<file path="src/rtl/seg7_reader.sv">
// seg7_reader: recovers per-digit BCD values from a multiplexed active-low
// 7-segment bus, committing a digit only after STABLE identical samples.

module seg7_slot (
   input  logic       clk,
   input  logic       rst,
   input  logic       we,
   input  logic [3:0] wval,
   output logic [3:0] val,
   output logic       valid
);

   always_ff @(posedge clk or posedge rst) begin
      if (rst) begin
         val   <= 4'hF;
         valid <= 1'b0;
      end else if (we) begin
         val   <= wval;
         valid <= (wval != 4'hF);
      end
   end

endmodule

module seg7_reader #(
   parameter int NDIG   = 8,
   parameter int STABLE = 3
) (
   input  logic              CLOCK_50,
   input  logic              reset,
   input  logic              sample_en,
   input  logic [0:6]        seg_in,
   input  logic [NDIG-1:0]   dig_sel,
   input  logic              err_clr,
   output logic [4*NDIG-1:0] bcd_out,
   output logic [NDIG-1:0]   digit_valid,
   output logic              update,
   output logic              err,
   output logic              err_sticky,
   output logic [3:0]        err_digit,
   output logic              sel_err
);

   localparam logic [3:0] STB = 4'(STABLE);

   typedef enum logic [1:0] {IDLE, TRACK, HELD} state_t;

   typedef struct packed {
      logic [NDIG-1:0] sel;
      logic [6:0]      seg;
   } samp_t;

   state_t     state, state_nx;
   logic [3:0] cnt, cnt_nx;
   samp_t      cand, cand_nx, cur;
   logic       onehot, commit, sel_bad, load;
   logic [3:0] sel_idx;
   logic [4:0] dec;
   logic       dec_bad;
   logic [3:0] dec_val;
   logic [NDIG-1:0] slot_we;

   // {illegal, value}; blank decodes to value F with illegal clear
   function automatic logic [4:0] decode(input logic [6:0] s);
      case (s)
         7'b0000001: decode = 5'h00;
         7'b1001111: decode = 5'h01;
         7'b0010010: decode = 5'h02;
         7'b0000110: decode = 5'h03;
         7'b1001100: decode = 5'h04;
         7'b0100100: decode = 5'h05;
         7'b0100000: decode = 5'h06;
         7'b0001111: decode = 5'h07;
         7'b0000000: decode = 5'h08;
         7'b0000100: decode = 5'h09;
         7'b1111111: decode = 5'h0F;
         default:    decode = 5'h1F;
      endcase
   endfunction

   assign cur     = '{sel: dig_sel, seg: seg_in};
   assign onehot  = $onehot(dig_sel);
   assign dec     = decode(seg_in);
   assign dec_bad = dec[4];
   assign dec_val = dec[3:0];

   always_comb begin
      sel_idx = 4'd0;
      for (int i = 0; i < NDIG; i++)
         if (dig_sel[i]) sel_idx = 4'(i);
   end

   always_ff @(posedge CLOCK_50 or posedge reset) begin
      if (reset) begin
         state <= IDLE;
         cnt   <= 4'd0;
         cand  <= '0;
      end else begin
         state <= state_nx;
         cnt   <= cnt_nx;
         cand  <= cand_nx;
      end
   end

   always_comb begin
      state_nx = state;
      cnt_nx   = cnt;
      cand_nx  = cand;
      commit   = 1'b0;
      sel_bad  = 1'b0;
      load     = 1'b0;
      if (sample_en) begin
         if (!onehot) begin
            sel_bad  = 1'b1;
            state_nx = IDLE;
            cnt_nx   = 4'd0;
         end else begin
            case (state)
               IDLE:  load = 1'b1;
               TRACK: begin
                  if (cur == cand) begin
                     cnt_nx = cnt + 4'd1;
                     if (cnt + 4'd1 == STB) begin
                        commit   = 1'b1;
                        state_nx = HELD;
                     end
                  end else begin
                     load = 1'b1;
                  end
               end
               HELD:  if (cur != cand) load = 1'b1;
               default: begin
                  state_nx = IDLE;
                  cnt_nx   = 4'd0;
               end
            endcase
            // a fresh candidate is already a full streak when STABLE is 1
            if (load) begin
               cand_nx = cur;
               cnt_nx  = 4'd1;
               if (STABLE == 1) begin
                  commit   = 1'b1;
                  state_nx = HELD;
               end else begin
                  state_nx = TRACK;
               end
            end
         end
      end
   end

   assign slot_we = (commit && !dec_bad) ? dig_sel : '0;

   for (genvar k = 0; k < NDIG; k++) begin : g_slot
      seg7_slot u_slot (
         .clk   (CLOCK_50),
         .rst   (reset),
         .we    (slot_we[k]),
         .wval  (dec_val),
         .val   (bcd_out[4*k +: 4]),
         .valid (digit_valid[k])
      );
   end

   always_ff @(posedge CLOCK_50 or posedge reset) begin
      if (reset) begin
         update     <= 1'b0;
         err        <= 1'b0;
         sel_err    <= 1'b0;
         err_sticky <= 1'b0;
         err_digit  <= 4'd0;
      end else begin
         update  <= commit && !dec_bad;
         err     <= commit && dec_bad;
         sel_err <= sel_bad;
         if (commit && dec_bad) err_digit <= sel_idx;
         // a new error outranks a simultaneous clear
         if ((commit && dec_bad) || sel_bad) err_sticky <= 1'b1;
         else if (err_clr)                    err_sticky <= 1'b0;
      end
   end

endmodule

</file>
<file path="config.mk">
export PLATFORM = sky130hd
export DESIGN_NAME = seg7_reader
export DESIGN_NICKNAME = d
export VERILOG_FILES = /design/src/rtl/seg7_reader.sv
export SDC_FILE = /design/constraint.sdc
export NUM_CORES = 1
export LEC_CHECK = 0
export CAP_MARGIN = 10
export CORE_MARGIN = 3
export CORE_UTILIZATION = 48
export DETAILED_ROUTE_END_ITERATION = 10
export PLACE_DENSITY = 0.83
export SLEW_MARGIN = 20
export SYNTH_ARGS = -nofsm -noshare
export SYNTH_HDL_FRONTEND = slang
export SYNTH_SLANG_ARGS = --single-unit
</file>
<file path="constraint.sdc">
create_clock -name CLOCK_50 -period 2.28 [get_ports CLOCK_50]
set_clock_uncertainty 0.05 [all_clocks]
set_input_delay 0.342 -clock CLOCK_50 [delete_from_list [all_inputs] [get_ports CLOCK_50]]
set_output_delay 0.342 -clock CLOCK_50 [all_outputs]
set_load 0.02 [all_outputs]
</file>
==> impl_metrics.yaml, run 1 <==
synthesis:
  synth_largest_type_area_fraction_pct: 24.3
  ys_seq_area_share_pct: 47.0
  synth_edf_count: 0
  yosysTopAreaCell: "sky130_fd_sc_hd__dfrtp_1"
  syn-num-nets: 334
  synth.area.top_cells: "sky130_fd_sc_hd__dfrtp_1 (24%), sky130_fd_sc_hd__dfstp_2 (23%), sky130_fd_sc_hd__mux2_4 (9.7%), sky130_fd_sc_hd__mux2_2 (5.2%), sky130_fd_sc_hd__xnor2_1 (3.8%)"
  ys_types: 52
  synthesis.area_per_instance_um2: 12.1
  synth_cells: 306
  dominantRegCellSynth: "sky130_fd_sc_hd__dfrtp_1"
  ys_warn_count: 0
  synth-seq-cells: 68
  synth_async_sr_flop_share_pct: 100
  syn-cell-area_um2: 3700
timing:
  unrepaired_setup_endpoints_after_global_routing: "yes"
  post-route-min-period_ns: 3.64
  maxSlewViolCount: 0
  worst_slack_ns: -1.36
  relSlewSlack_pct: 64.0
  worst_pin_slew_ns: 0.539
  achievable-frequency_mhz: 275
  finalSetupViolCount: 68
  final_hold_viol_count: 0
  final_min_period_over_clock_period_pct: 159
floorplan:
  fp.dieArea_um2: 8810
  placeableCoreArea_um2: 7370
  die_w_um: 93.8
  placement_rows: 31
  floorplan.io_pins: 67
  initial_utilization_pct: 50.3
  die_height_um: 93.8
detailed_routing:
  drt_wl_total_mm: 9.98
  antenna_left: 0
  wl_per_cell_um: 18.9
  detail_route.drc_violations: 0
  vias: 2811
  1st_pass_router_iterations: 5
  viasPerCell: 5.33
  drt-initial-drc-count: 178
global_route:
  first_global_vias: 2834
  grtUsageTotal_pct: 21.7
  grt_antenna_before_repair: 0
  total_grt_overflow: 0
  largest_net_degree_at_the_start_of_global_routing: 28
  grt_pass1_wl_mm: 14.6
cts:
  post_cts_hold_buffer_count: 0
  cts_root_buf: "sky130_fd_sc_hd__clkbuf_8"
  tritoncts: "built"
  clk_transition_reported_paths_ns: 0.08
  numCtsBuffers: 9
  clock_sink_count: 68
  clock_path_buffers: 2
  cts_max_level: 3
  clock_latency_ns: 0.34
pwr:
  power-per-cell-area_nw_per_um2: 666
  max_ir_drop_vdd_uv: 391
  cellInternalPower_uw: 2530
  netSwitchingPower_uw: 1030
  share_seq_of_total_power_pct: 41.5
  static_power_due_to_leakage_uw: 0.00237
  share_comb_of_total_power_pct: 28.3
  power_frac_clock_pct: 30.3
  power.share.switching_pct: 29.0
finish:
  mostFrequentLayoutCells: "sky130_fd_sc_hd__clkdlybuf4s50_1 (61), sky130_fd_sc_hd__buf_4 (53), sky130_fd_sc_hd__mux2_4 (41)"
  fin_area_um2: 5350
  most_frequent_standard_cell_in_the_layout_excluding_fill_and_tap_cells: "sky130_fd_sc_hd__clkdlybuf4s50_1"
  num-nets-final: 451
  antenna-diode-count: 0
  areaGrowthSynthToFinish_pct: 44.5
  drive_gt1_share_pct: 47.7
  stdcell_count: 527
worst_setup_path:
  cp_data_arrival_time_ns: 3.86
  r2r_slack_ns: -0.11
  timing.critical_path.to_type: "register"
  worstPathMaxFanout: 7
  required_ns: 2.51
  worst-setup-path-type: "primary input to register"
  worstSetupStartpointType: "primary input"
placed_design:
  dpl-instance-area_um2: 4870
  dp.final_hpwl_mm: 6.57
  placed_cells: 501
  routabilityCongestion: 0.883
  io_buf_count: 65
job:
  cap_violations: 0
min_path:
  holdCritPathClass: "primary input to register"
run_status:
  failing_checks: "negative setup slack"
  outcome: "finished, violations left"
## worst max-delay path, stage by stage
cell and delay, ns:
sky130_fd_sc_hd__buf_8 0.08, sky130_fd_sc_hd__inv_4 0.03, sky130_fd_sc_hd__fa_1 0.54, sky130_fd_sc_hd__fa_1 0.43, sky130_fd_sc_hd__fa_1 0.45, sky130_fd_sc_hd__inv_1 0.07
sky130_fd_sc_hd__ha_2 0.18, sky130_fd_sc_hd__inv_2 0.04, sky130_fd_sc_hd__fa_2 0.35, sky130_fd_sc_hd__a211oi_2 0.17, sky130_fd_sc_hd__mux2i_2 0.11, sky130_fd_sc_hd__nor2_4 0.13
sky130_fd_sc_hd__and3b_2 0.23, sky130_fd_sc_hd__buf_6 0.13, sky130_fd_sc_hd__and3_4 0.26, sky130_fd_sc_hd__mux2_4 0.31
## cell families after synthesis
kind of cell | after synthesis | synth area share [%]
flip-flops | 68 | 47.0
buffers and inverters | 58 | 8.82
adder cells (fa/ha/maj) | 9 | 3.85
AO/OA/AOI/OAI | 43 | 9.12
AND/OR/NAND/NOR | 60 | 9.70
XOR/XNOR | 16 | 3.78
multiplexers | 51 | 17.6
other | 1 | 0.101
## synthesized netlist by cell type, types with 6 or more instances
library cell               n
sky130_fd_sc_hd__inv_1    29
sky130_fd_sc_hd__and3_1    9
sky130_fd_sc_hd__nor2_1    8
sky130_fd_sc_hd__o21ai_0  11
sky130_fd_sc_hd__mux2_2   17
sky130_fd_sc_hd__mux2_4   24
sky130_fd_sc_hd__buf_4     9
sky130_fd_sc_hd__dfrtp_1  36
sky130_fd_sc_hd__xnor2_1  16
sky130_fd_sc_hd__buf_2     6
sky130_fd_sc_hd__mux2i_1  10
sky130_fd_sc_hd__a21oi_1   8
sky130_fd_sc_hd__nand2_1   9
sky130_fd_sc_hd__buf_6     9
sky130_fd_sc_hd__dfstp_2  32
## through the flow
stage | worst slack (ns) | utilization (%) | total power [uW] | hold slack, ns | TNS, ns
after floorplan | -1.52 | - | 2070 | 0.366 | -92.13
after global placement | -2.19 | 66.1 | 2280 | 0.408 | -140.36
after detailed placement | -2.29 | 66.1 | 2330 | 0.408 | -145.54
after CTS | -1.29 | 70.6 | 3450 | 0.253 | -79.33
after global routing | -1.48 | 72.6 | 3720 | 0.260 | -93.87
final | -1.36 | 72.6 | 3560 | 0.267 | -86.42
## layer usage
metal,up-vias,part of all wire (%),GRT usage (%)
li1,1280,-,-
met1,1393,41,28.3
met2,117,51,35.2
met3,21,5.8,5.93
met4,0,2.0,6.38
met5,-,0,0
## registers in the layout (all words and copies together) (netlist names)
signal               flops
err                      1
update                   1
sel_err                  1
cnt                      4
err_sticky               1
g_slot.u_slot.valid      8
state                    2
g_slot.u_slot.val       32
err_digit                3
cand                    15
## layout make-up
| class | instances | area, um2 |
|---|---|---|
| Sequential cell | 68 | 1740 |
| Timing Repair Buffer | 135 | 1320 |
| Tap cell | 99 | 124 |
| Inverter | 29 | 121 |
| Clock inverter | 6 | 68.8 |
| Clock buffer | 10 | 149 |
| Fill cell | 464 | 2020 |
| Multi-Input combinational cell | 180 | 1830 |
## path summary, 6_finish.rpt
check	startpoint	endpoint	depth (start not counted)
max	dig_sel[0]	g_slot[1].u_slot.val[0]$_DFFE_PP1P_	16
min	dig_sel[1]	g_slot[1].u_slot.valid$_DFFE_PP0P_	3
max reg2reg	cand[9]$_DFFE_PP0P_	cand[2]$_DFFE_PP0P_	8
min reg2reg	g_slot[2].u_slot.val[3]$_DFFE_PP1P_	g_slot[2].u_slot.val[3]$_DFFE_PP1P_	2
max in group asynchronous	reset	g_slot[5].u_slot.val[0]$_DFFE_PP1P_	3
min in group asynchronous	reset	cnt[1]$_DFFE_PP0P_	2
## power by group through the flow
stage / combinational, uW / sequential (uW) / clock, uW
after floorplan: 593 / 1480 / 0
after global placement: 803 / 1480 / 0
after detailed placement: 837 / 1490 / 0
after CTS: 887 / 1470 / 1090
after global routing: 1080 / 1500 / 1140
final: 1010 / 1480 / 1080
## repair_timing
| action | 4_1_cts | 5_1_grt |
|---|---|---|
| endpoints found under the setup margin | 68 | 68 |
| gates cloned | 1 | 0 |
| endpoints found under the hold margin | 0 | 0 |
| gates resized for setup | 44 | 26 |
| pin swaps | 8 | 5 |
| setup buffers | 2 | 10 |
(Power assumes the default switching activity.)
==> run 2: changes to the inputs <==
--- a/config.mk
+++ b/config.mk
@@ -10,7 +10,6 @@
 export CORE_UTILIZATION = 48
 export DETAILED_ROUTE_END_ITERATION = 10
 export PLACE_DENSITY = 0.83
-export SLEW_MARGIN = 20
 export SYNTH_ARGS = -nofsm -noshare
 export SYNTH_HDL_FRONTEND = slang
 export SYNTH_SLANG_ARGS = --single-unit
==> results of run 2 <==
No change in the layout: final DEF, timing and power equal those of run 1.
